--- config.mk ---
export PLATFORM = sky130hd
export DESIGN_NAME = mac_acc_3b
export DESIGN_NICKNAME = d
export VERILOG_FILES = /design/src/rtl/mac_acc_3b.sv
export SDC_FILE = /design/constraint.sdc
export NUM_CORES = 1
export LEC_CHECK = 0
export CAP_MARGIN = 20
export CORE_UTILIZATION = 54
export CTS_CLUSTER_SIZE = 25
export DETAILED_ROUTE_END_ITERATION = 16
export PLACE_DENSITY = 0.79
export SKIP_CTS_REPAIR_TIMING = 1
export SYNTH_ARGS = -nofsm -noshare
export SYNTH_HDL_FRONTEND = slang
export SYNTH_SLANG_ARGS = --single-unit
--- constraint.sdc ---
create_clock -name clk -period 2.8 [get_ports clk]
set_clock_uncertainty 0.05 [all_clocks]
set_input_delay 0.56 -clock clk [delete_from_list [all_inputs] [get_ports clk]]
set_output_delay 0.56 -clock clk [all_outputs]
set_load 0.02 [all_outputs]
--- src/rtl/mac_acc_3b.sv ---
// mac_acc_3b: frame multiply-accumulate of 3-bit operand pairs with a valid/ready result handshake
module mac_acc_3b #(
  parameter int N_TERMS = 4,
  parameter int ACC_W   = 10
) (
  input  logic             clk,
  input  logic             rst,
  input  logic             in_valid,
  output logic             in_ready,
  input  logic [2:0]       in_a,
  input  logic [2:0]       in_b,
  output logic             out_valid,
  input  logic             out_ready,
  output logic [ACC_W-1:0] out_sum,
  output logic             out_ovf,
  output logic             busy
);
  typedef enum logic {ACCUM, HOLD} state_t;
  state_t           state_q, state_d;
  logic [ACC_W-1:0] acc_q, acc_d, sum_q, sum_d;
  logic [7:0]       cnt_q, cnt_d;
  logic             ovf_q, ovf_d, oovf_q, oovf_d;
  logic [5:0]       prod;
  logic [ACC_W:0]   add;
  logic             fire, last;
  assign prod      = {3'b000, in_a} * {3'b000, in_b};
  assign add       = {1'b0, acc_q} + {{(ACC_W-5){1'b0}}, prod};
  assign in_ready  = (state_q == ACCUM) & ~rst;
  assign out_valid = state_q == HOLD;
  assign fire      = in_valid & in_ready;
  assign last      = cnt_q == 8'(N_TERMS - 1);
  assign out_sum   = sum_q;
  assign out_ovf   = oovf_q;
  assign busy      = cnt_q != 8'd0;
  // next state: accumulate beats, close the frame on the last one, release on out_ready
  always_comb begin
    state_d = state_q;
    acc_d   = acc_q;
    cnt_d   = cnt_q;
    ovf_d   = ovf_q;
    sum_d   = sum_q;
    oovf_d  = oovf_q;
    if (fire && last) begin
      sum_d   = add[ACC_W-1:0];
      oovf_d  = ovf_q | add[ACC_W];
      acc_d   = '0;
      cnt_d   = '0;
      ovf_d   = 1'b0;
      state_d = HOLD;
    end else if (fire) begin
      acc_d = add[ACC_W-1:0];
      cnt_d = cnt_q + 8'd1;
      ovf_d = ovf_q | add[ACC_W];
    end
    if (state_q == HOLD && out_ready) state_d = ACCUM;
  end
  // state registers, cleared asynchronously so partial frames and pending results are dropped
  always_ff @(posedge clk or posedge rst) begin
    if (rst) begin
      state_q <= ACCUM;
      acc_q   <= '0;
      cnt_q   <= '0;
      ovf_q   <= 1'b0;
      sum_q   <= '0;
      oovf_q  <= 1'b0;
    end else begin
      state_q <= state_d;
      acc_q   <= acc_d;
      cnt_q   <= cnt_d;
      ovf_q   <= ovf_d;
      sum_q   <= sum_d;
      oovf_q  <= oovf_d;
    end
  end
endmodule

== After elaboration in Yosys (flattened, before gate mapping) ==
Cells that the tools add are included.
Word-level totals
  bits in registers: 31
  latch bits: 0
  bits in writable memories: 0
  ROM bits: 0
  input bits: 10
  output and inout port bits: 14
  memories: 0
Operators by class
  add/subtract/negate cells: 2
  multiply operators: 1
  div/mod/pow operators: 0
  magnitude comparators: 0
  equal/unequal tests: 1
  shift-type cells: 0
  multiplexer cells: 8
  bitwise logic cells: 5
  reduce and logical (&&, ||, !) cells: 5
Operator list (count)
  $mux W10: 2
  $mux W8: 2
  $add A10 B6 Y11: 1
  $add A8 B1 Y8 const B: 1
  $eq A8 B2 Y1 const B: 1
  $reduce_bool A8 Y1: 1
  $mul A3 B3 Y6: 1
  $mux W1: 4
  $reduce_bool A2 Y1: 2
  $and A1 B1 Y1: 2
  $logic_and A1 B1 Y1: 2
  $not A1 Y1: 2
  $or A1 B1 Y1: 1

== Logic depth before layout (Yosys ltp) ==
Gate-level depths: netlist (run 1).
  depth after elaboration: 6
  mapped depth: 11
  mapped depth without buffers: 11

== Worst setup path before layout (run 1) ==
No wires, ideal clock.
  path kind: input port to flip-flop
  start point: input in_b[2]
  end point: register acc_q[7]
  setup time: 0.083 ns
  arrival: 3.044 ns
  required time: 2.667 ns
  setup slack: -0.376 ns
  stages: 11
  path buffers: 0
  cell sequence: nand2_1 -> fa_1 -> inv_1 -> fa_1 -> inv_1 -> fa_1 -> nor2b_1 -> o31a_1 -> o21ai_0 -> or3_1 -> o21ai_0
Between the ends
  cells in the longest elaborated chain, start to end: 4
Ends and longest elaborated chain
  start: declaration: line 11  | input logic [2:0] in_b,
  $mul A3 B3 Y6: line 26  | assign prod = {3'b000, in_a} * {3'b000, in_b};
  $add A10 B6 Y11: line 27  | assign add = {1'b0, acc_q} + {{(ACC_W-5){1'b0}}, prod};
  $mux W10: line 50  | end else if (fire) begin
  $mux W10: line 43  | if (fire && last) begin
  end signal: assignment: line 61  | acc_q <= '0;
  end signal: assignment: line 68  | acc_q <= acc_d;
  end: declaration: line 20  | logic [ACC_W-1:0] acc_q, acc_d, sum_q, sum_d;
Every way passes these cells. The select of a mux whose other input is x is not followed.
A chain may end at the register's enable or synchronous reset.

== Worst setup path after layout (run 1) ==
  start point: input in_b[0]
  end point: register acc_q[9]
The elaborated chain is that of the path after synthesis.

==> run metrics, run 1 <==
status finished with violations; failing checks negative setup slack; post-layout util 76.1%; area share of the largest cell type after synthesis 44.7%; H-tree depth 2; Slew HR 69.5%; Worst IR Drop VDD 0.000561 V; drt total wl 4060 um; worst hold path type register to register; P&R area growth vs syn 34.1%; Synth area leader dfrtp_1; Vias 1410; pwr dens a little under 800 nW/um2; detailed placement HPWL 2880 um; Clock transition at path regs 0.09 ns; # IOs 24; crit-path max FO 3; WP data required between 3 and 4 ns; Syn. warnings 0; Cells after Synth 170; share of cells above drive strength 1 26.7%; Core ar. slightly above 3000 um2; CTS tree built; vias in the first global route 1393; critical path arrival 3.29 ns; Routed Antenna Nets 0; Num CTS Buffers 5; Rows 20; Worst setup EP type register; Max Cap Violations 0; P_leak approximately 1.1 nW; asr flop ratio synth 100%; Seq cells post-synth 31; GRT Overall Usage 25.2%; setup violators final 6; unrepaired setup endpoints after global routing true; RePlAce Congestion 0.823; largest net degree at the start of global routing 32; Pins Over Slew Limit 0; # clock sinks 31; Vias/cell ~5.4; Final nets approximately 240; total congestion overflow 0; DR iter-0 viols 68; Fin. Hold Viols 0; most used flip-flop cell after synthesis dfrtp_1; post-DR wirelength/cell 15.5 um; top-count cell post-synth dfrtp_1; initial core utilization approximately 57%; Max Freq 326 MHz; crit path kind input pin to register; clock latency at the later pin of the worst-skew pair 0.33 ns; initial antenna violation count 0; DIE AREA 3440 um2; Post-synth EDFFs 0; PortBufs 23; Die Y around 60 um; Tmin final between 3 and 4 ns; diode count 0; # fillers between 200 and 250; DRT Pass-1 Iters 4; Tcrit/Tclk final 110%; Tightest Pin Transition 0.457 ns; startpoint types input pin; mapped cell area between 1500 and 2000 um2; mean area per synthesized cell 10.2 um2; first-pass GRT wire length 6240 um; synth cell count leaders 31 x dfrtp_1, 24 x nand2_1, 23 x o21ai_0; Chip Width 58.7 um; largest cells by area after synthesis dfrtp_1 45%, ha_1 7.9%, o21ai_0 6.6%; setup TNS -0.850 ns; drt drc 0; clock tree buffer depth 2; final worst slack -0.271 ns; register area share after synthesis 44.7%; syn_nets 196; CTS root buffer clkbuf_4; Netlist cell types 31
cells by family (layout without fill, tap and decap cells):
group	Yosys count	count (layout)	synth area share (%)
compound gates	40	40	13.7
buf+inv	19	66	4.33
simple gates	48	48	13.9
xor+xnor	11	11	5.56
mux	5	5	4.04
fa+ha+maj	16	16	13.7
flops	31	31	44.7
power breakdown:
group	internal (mW)	switching, mW
clock	0.116	0.151
sequential	0.559	0.0800
combinational	0.454	0.461
total	1.13	0.692
area by class of cell:
cell class                      instances  area [um2]  area share, %
Inverter                               16        60.1           2.58
Multi-Input combinational cell        120         991           42.6
Clock inverter                          1        5.00          0.215
Sequential cell                        31         776           33.4
Tap cell                               44        55.1           2.37
Timing Repair Buffer                   43         387           16.6
Clock buffer                            6        51.3           2.21
worst max-delay path, stage by stage:
cell and delay (ns):
buf_8 0.08, nand2_4 0.04, fa_1 0.54, inv_1 0.06
fa_1 0.55, inv_2 0.05, fa_2 0.37, nor2b_2 0.16
o31a_1 0.23, o2111ai_2 0.14, or3_1 0.41, o21ai_1 0.09
sequential cells by signal (all words and copies together), names as in the netlist:
name / count
acc_q: 10
out_sum: 10
cnt_q: 8
out_ovf: 1
out_valid: 1
ovf_q: 1
worst paths after layout:
kind | startpoint | to | slack [ns] | cells after the start
worst max register to register | acc_q[2]$_DFFE_PP0P_ | acc_q[9]$_DFFE_PP0P_ | 0.22 | 8
worst min-delay path | out_sum[3]$_DFFE_PP0P_ | out_sum[3]$_DFFE_PP0P_ | 0.44 | 2
worst min register to register | out_sum[3]$_DFFE_PP0P_ | out_sum[3]$_DFFE_PP0P_ | 0.44 | 2
max in group asynchronous | rst | out_sum[0]$_DFFE_PP0P_ | 1.83 | 3
min in group asynchronous | rst | out_sum[8]$_DFFE_PP0P_ | 0.58 | 3
worst max-delay path | in_b[0] | acc_q[9]$_DFFE_PP0P_ | -0.27 | 12
cell usage in the layout (no fill, tap or decap), types with 5 or more instances in the layout:
master	n
dfrtp_1	31
buf_4	22
nand2_1	21
clkdlybuf4s50_1	16
inv_1	15
o21ai_0	13
ha_1	10
and2_1	6
xnor2_1	6
o21ai_1	6
nor2_1	5
a21oi_1	5
clkbuf_4	5
per-stage QoR:
stage | instances | hold slack [ns] | worst slack (ns) | cell area [um2] | total power, mW
finish | 261 | 0.441 | -0.271 | 2320 | 1.82
global route | 261 | 0.482 | -0.377 | 2320 | 1.94
CTS | 258 | 0.444 | -0.698 | 2210 | 1.72
detailed placement | 251 | 0.423 | -1.05 | 2160 | 1.46
global placement | 251 | 0.408 | -0.891 | 2160 | 1.42
floorplan | 170 | 0.391 | -0.224 | 1760 | 1.11
metal layers:
layer  vias up  routed length (um)  track usage [%]
met5         -                   0                0
met4         0                  69             8.50
met2        26                2190             46.0
li1        673                   -                -
met3         9                 124             6.37
met1       702                1670             28.6
Power figures use the tool's default switching activity.
==> run 2, diff against run 1 <==
--- a/config.mk
+++ b/config.mk
@@ -7,9 +7,11 @@
 export LEC_CHECK = 0
 export CAP_MARGIN = 20
 export CORE_UTILIZATION = 54
+export CTS_CLUSTER_DIAMETER = 40
 export CTS_CLUSTER_SIZE = 25
 export DETAILED_ROUTE_END_ITERATION = 16
 export PLACE_DENSITY = 0.79
+export REMOVE_ABC_BUFFERS = 1
 export SKIP_CTS_REPAIR_TIMING = 1
 export SYNTH_ARGS = -nofsm -noshare
 export SYNTH_HDL_FRONTEND = slang
==> constraint.sdc (replaced) <==
create_clock -name clk -period 3.1 [get_ports clk]
set_clock_uncertainty 0.05 [all_clocks]
set_input_delay 0.62 -clock clk [delete_from_list [all_inputs] [get_ports clk]]
set_output_delay 0.62 -clock clk [all_outputs]
set_load 0.02 [all_outputs]
==> run metrics, run 2 (synthesis results as in run 1) <==
status completed; Reg2Reg Setup Slack between 0.5 and 0.6 ns; Pins Over Slew Limit 0; Die Y 58.7 um; commonest non-fill, non-tap cells in the layout 31 x dfrtp_1, 22 x nand2_1, 19 x o21ai_0; CP max-delay cell fa_2; WP data required 3.32 ns; largest net degree at the start of global routing 32; Tmin final 3.04 ns; GRT Overall Usage 26.3%; Max Cap Violations 0; Vias 1416; drt total wl 3960 um; share of cells above drive strength 1 20.7%; pwr dens 725 nW/um2; Slew HR 69.7%; setup violators final 0; diode count 0; Tcrit/Tclk final 98.2%; Worst setup EP type register; clock tree buffer depth 2; Hold Path Cell Cnt 2; post-DR wirelength/cell ~15 um; crit-path max FO 3; # fillers around 240; FF-to-FF Start acc_q[2]$_DFFE_PP0P_; Post-DP Area 2110 um2; worst-case hold path end point out_sum[3]$_DFFE_PP0P_; cells along the critical path buf_6 > buf_4 > and2_1 > ha_1 > ha_1 > ha_1 > inv_1 > fa_2 > nor2b_2 > o31a_1 > o2111ai_2 > or3_1 > o21ai_1; RePlAce Congestion 0.809; Vias/cell 5.51; Rows 20; critical path's most frequent cell ha_1; Num CTS Buffers 5; DRT Pass-1 Iters 4; Core ar. 3050 um2; detailed placement HPWL 2940 um; design area 2210 um2; initial core utilization 56.8%; worst hold path type register to register; DIE AREA 3440 um2; worst reg-to-reg path cell count 8; Routed Antenna Nets 0; Max Freq 329 MHz; crit path kind input pin to register; commonest non-fill, non-tap cell in the layout dfrtp_1; P_leak 1.04 nW; initial antenna violation count 0; Final nets 238; critical path arrival 3.26 ns; hold slack 0.432 ns; total congestion overflow 0; vias in the first global route 1459; Fin. Hold Viols 0; Chip Width 58.7 um; # IOs 24; CP max stage delay 0.41 ns; min-delay src out_sum[3]$_DFFE_PP0P_; Clock transition at path regs 0.09 ns; Tightest Pin Transition 0.450 ns; drt drc 0; P&R area growth vs syn 27.5%; clock latency at the later pin of the worst-skew pair roughly 0.33 ns; Worst IR Drop VDD 0.000458 V; PortBufs 23; DR iter-0 viols 72; # clock sinks 31; first-pass GRT wire length 6630 um; CTS tree built; H-tree depth 2; startpoint types input pin; CTS root buffer clkbuf_4; reg2reg end acc_q[9]$_DFFE_PP0P_
[run 2: cell types whose count changed in the layout (fill, tap and decap cells not counted), sizes merged]
| cell | change |
|---|---|
| buf | -8 |
| clkbuf | +5 |
| clkdlybuf4s50 | +1 |
| clkinv | -1 |
| dlymetal6s2s | -1 |
[run 2: where the power goes]
group / switching (mW) / internal, mW
combinational: 0.378 / 0.376
clock: 0.138 / 0.133
sequential: 0.0718 / 0.505
total: 0.588 / 1.01
[run 2: worst max path at each step]
stage,to,start,slack [ns],cells after the start
4_1_cts,acc_q[9]$_DFFE_PP0P_,in_a[0],-0.48,12
3_5_place_dp,acc_q[9]$_DFFE_PP0P_,in_a[0],-0.84,12
2_1_floorplan,acc_q[7]$_DFFE_PP0P_,in_b[2],-0.14,11
6_report,acc_q[9]$_DFFE_PP0P_,in_a[1],0.06,13
3_3_place_gp,acc_q[9]$_DFFE_PP0P_,in_a[0],-0.67,12
5_1_grt,acc_q[9]$_DFFE_PP0P_,in_a[1],-0.04,13
[run 2: critical path, delay by kind of cell]
| kind | cells | cell delay, ns |
|---|---|---|
| fa+ha+maj | 4 | 1.18 |
| simple gates | 3 | 0.72 |
| compound gates | 3 | 0.44 |
| buf+inv | 3 | 0.30 |
[run 2: layout make-up]
type / instances / area [um2] / area share, %
tap: 44 / 55.1 / 2.49
multi-input combinational: 120 / 923 / 41.8
sequential: 31 / 776 / 35.1
clock buffer: 8 / 68.8 / 3.11
timing repair buffer: 38 / 328 / 14.8
inverter: 16 / 60.1 / 2.72
[run 2: stage by stage]
| stage | cells | TNS (ns) | total power [mW] | setup WS [ns] | util [%] |
|---|---|---|---|---|---|
| 2_1_floorplan | 167 | -0.301 | 0.997 | -0.136 | - |
| 6_report | 257 | 0 | 1.60 | 0.0566 | 72.4 |
| 5_1_grt | 257 | -0.0690 | 1.71 | -0.0408 | 72.4 |
| 4_1_cts | 256 | -3.99 | 1.57 | -0.484 | 71.4 |
| 3_5_place_dp | 248 | -9.99 | 1.30 | -0.838 | 69.1 |
| 3_3_place_gp | 248 | -7.68 | 1.25 | -0.673 | 69.1 |
[run 2: routing by layer]
| layer | GRT usage [%] | vias up | routed length (um) |
|---|---|---|---|
| li1 | - | 664 | - |
| met1 | 30.5 | 690 | 1550 |
| met2 | 46.8 | 45 | 2110 |
| met3 | 6.81 | 17 | 145 |
| met4 | 9.52 | 0 | 150 |
| met5 | 0 | - | 0 |
==> run 3, diff against run 2 <==
--- a/config.mk
+++ b/config.mk
@@ -6,6 +6,7 @@
 export NUM_CORES = 1
 export LEC_CHECK = 0
 export CAP_MARGIN = 20
+export CORE_MARGIN = 1.5
 export CORE_UTILIZATION = 54
 export CTS_CLUSTER_DIAMETER = 40
 export CTS_CLUSTER_SIZE = 25
==> run metrics, run 3 (synthesis results as in run 1) <==
P_leak slightly above 1 nW; design area 2190 um2; unrepaired setup endpoints after global routing true; status finished with violations; largest net degree at the start of global routing 32; setup violators final 1; startpoint types input pin; initial core utilization a little under three fifths; # IOs 24; PortBufs 23; initial antenna violation count 0; dpl cells 247; CP max-delay cell fa_1; Tmin final 3.12 ns; vias in the first global route ~1400; Chip Width between 50 and 60 um; min-delay src out_sum[2]$_DFFE_PP0P_; Clock transition at path regs 0.10 ns; Vias/cell 5.39; Rows 20; setup TNS -0.0237 ns; crit path kind input pin to register; crit path buf inv count 3; worst reg-to-reg path cell count 8; Max Cap Violations 0; P&R area growth vs syn 26.6%; pwr dens 703 nW/um2; failing checks negative setup slack; clock latency at the later pin of the worst-skew pair between 0.3 and 0.4 ns; fin cells between 200 and 300; critical path's most frequent cell fa_1; GRT Overall Usage 23.5%; Tightest Pin Transition 0.452 ns; Hold Path Cell Cnt 2; Tcrit/Tclk final 101%; CTS tree built; DIE AREA about 3600 um2; FF-to-FF Start acc_q[2]$_DFFE_PP0P_; Post-DP Area 2100 um2; WP data required 3.31 ns; Max Freq 320 MHz; final worst slack -0.0237 ns; Worst Setup SP in_b[0]; Pins Over Slew Limit 0; detailed placement HPWL around 2800 um; Final nets 237; DRT Pass-1 Iters 4; Routed Antenna Nets 0; Num CTS Buffers 5; cells along the critical path clkbuf_2 > nand2_2 > fa_1 > inv_1 > fa_1 > inv_2 > fa_2 > nor2b_2 > o31a_1 > o2111ai_2 > or3_1 > o21ai_1; Fin. Hold Viols 0; DR iter-0 viols 55; diode count 0; dpl ws -0.900 ns; commonest non-fill, non-tap cells in the layout 31 x dfrtp_1, 21 x nand2_1, 20 x o21ai_0; Design Power about 1.5 mW; total congestion overflow 0; Top delay family on crit path adder cells; H-tree depth 2; drt drc 0; crit-path max FO 3; share of cells above drive strength 1 about 20%; drt total wl 3740 um; RePlAce Congestion between 0.8 and 0.9; CTS root buffer clkbuf_4; Core ar. approximately 3000 um2; critical path arrival 3.34 ns; post-DR wirelength/cell approximately 15 um; instance count on the critical path 12; # clock sinks 31; Slew HR 69.6%; # fillers 249; worst hold path type register to register; first-pass GRT wire length 6150 um; Worst IR Drop VDD between 0.0004 and 0.0005 V; commonest non-fill, non-tap cell in the layout dfrtp_1; Vias ~1400; clock tree buffer depth 2; Die Y ~60 um; Worst setup EP type register; CP max stage delay around 0.53 ns
==> run 3: worst paths after layout <==
| path | to | slack [ns] |
|---|---|---|
| max | acc_q[9]$_DFFE_PP0P_ | -0.02 |
| max reg2reg | acc_q[9]$_DFFE_PP0P_ | 0.55 |
| min in group asynchronous | out_valid$_DFFE_PP0P_ | 0.63 |
| max in group asynchronous | cnt_q[7]$_DFFE_PP0P_ | 2.09 |
| min | out_sum[2]$_DFFE_PP0P_ | 0.44 |
| min reg2reg | out_sum[2]$_DFFE_PP0P_ | 0.44 |
==> run 3: power breakdown <==
part           total, mW  switching, mW  leakage, nW  internal (mW)
clock network      0.228          0.140       0.0293         0.0882
logic              0.742          0.369        0.584          0.374
registers          0.572         0.0676        0.413          0.505
==> run 3: area by class of cell <==
type | instances | area (um2) | share of cell area (%)
Timing Repair Buffer | 37 | 330 | 15.1
Clock inverter | 1 | 5.00 | 0.228
Inverter | 16 | 60.1 | 2.74
Tap cell | 44 | 55.1 | 2.51
Clock buffer | 7 | 45.0 | 2.05
Sequential cell | 31 | 776 | 35.3
Multi-Input combinational cell | 120 | 923 | 42.1
==> run 3: stage by stage <==
stage / hold WS (ns) / util [%]
2_1_floorplan: 0.391 / -
3_3_place_gp: 0.408 / 68.9
3_5_place_dp: 0.426 / 68.9
4_1_cts: 0.448 / 70.5
5_1_grt: 0.479 / 71.9
6_report: 0.439 / 71.9
==> run 3: layer usage <==
metal | routed length (um) | vias up | share of wire [%] | global-route usage (%)
met5 | 0 | - | 0 | 0
met4 | 147 | 0 | 3.9 | 10.2
met3 | 149 | 20 | 4.0 | 6.93
met2 | 1930 | 42 | 52 | 39.4
met1 | 1520 | 654 | 41 | 27.7
li1 | - | 664 | - | -
==> run 3: worst reg2reg max path: cells and delay by family (launching register included) <==
| family | cells | cell delay, ns |
|---|---|---|
| and+or+nand+nor | 2 | 0.55 |
| adders and majority gates | 2 | 0.93 |
| AOI/OAI and AO/OA | 3 | 0.47 |
| DFF | 1 | 0.42 |
| buffers and inverters | 1 | 0.05 |
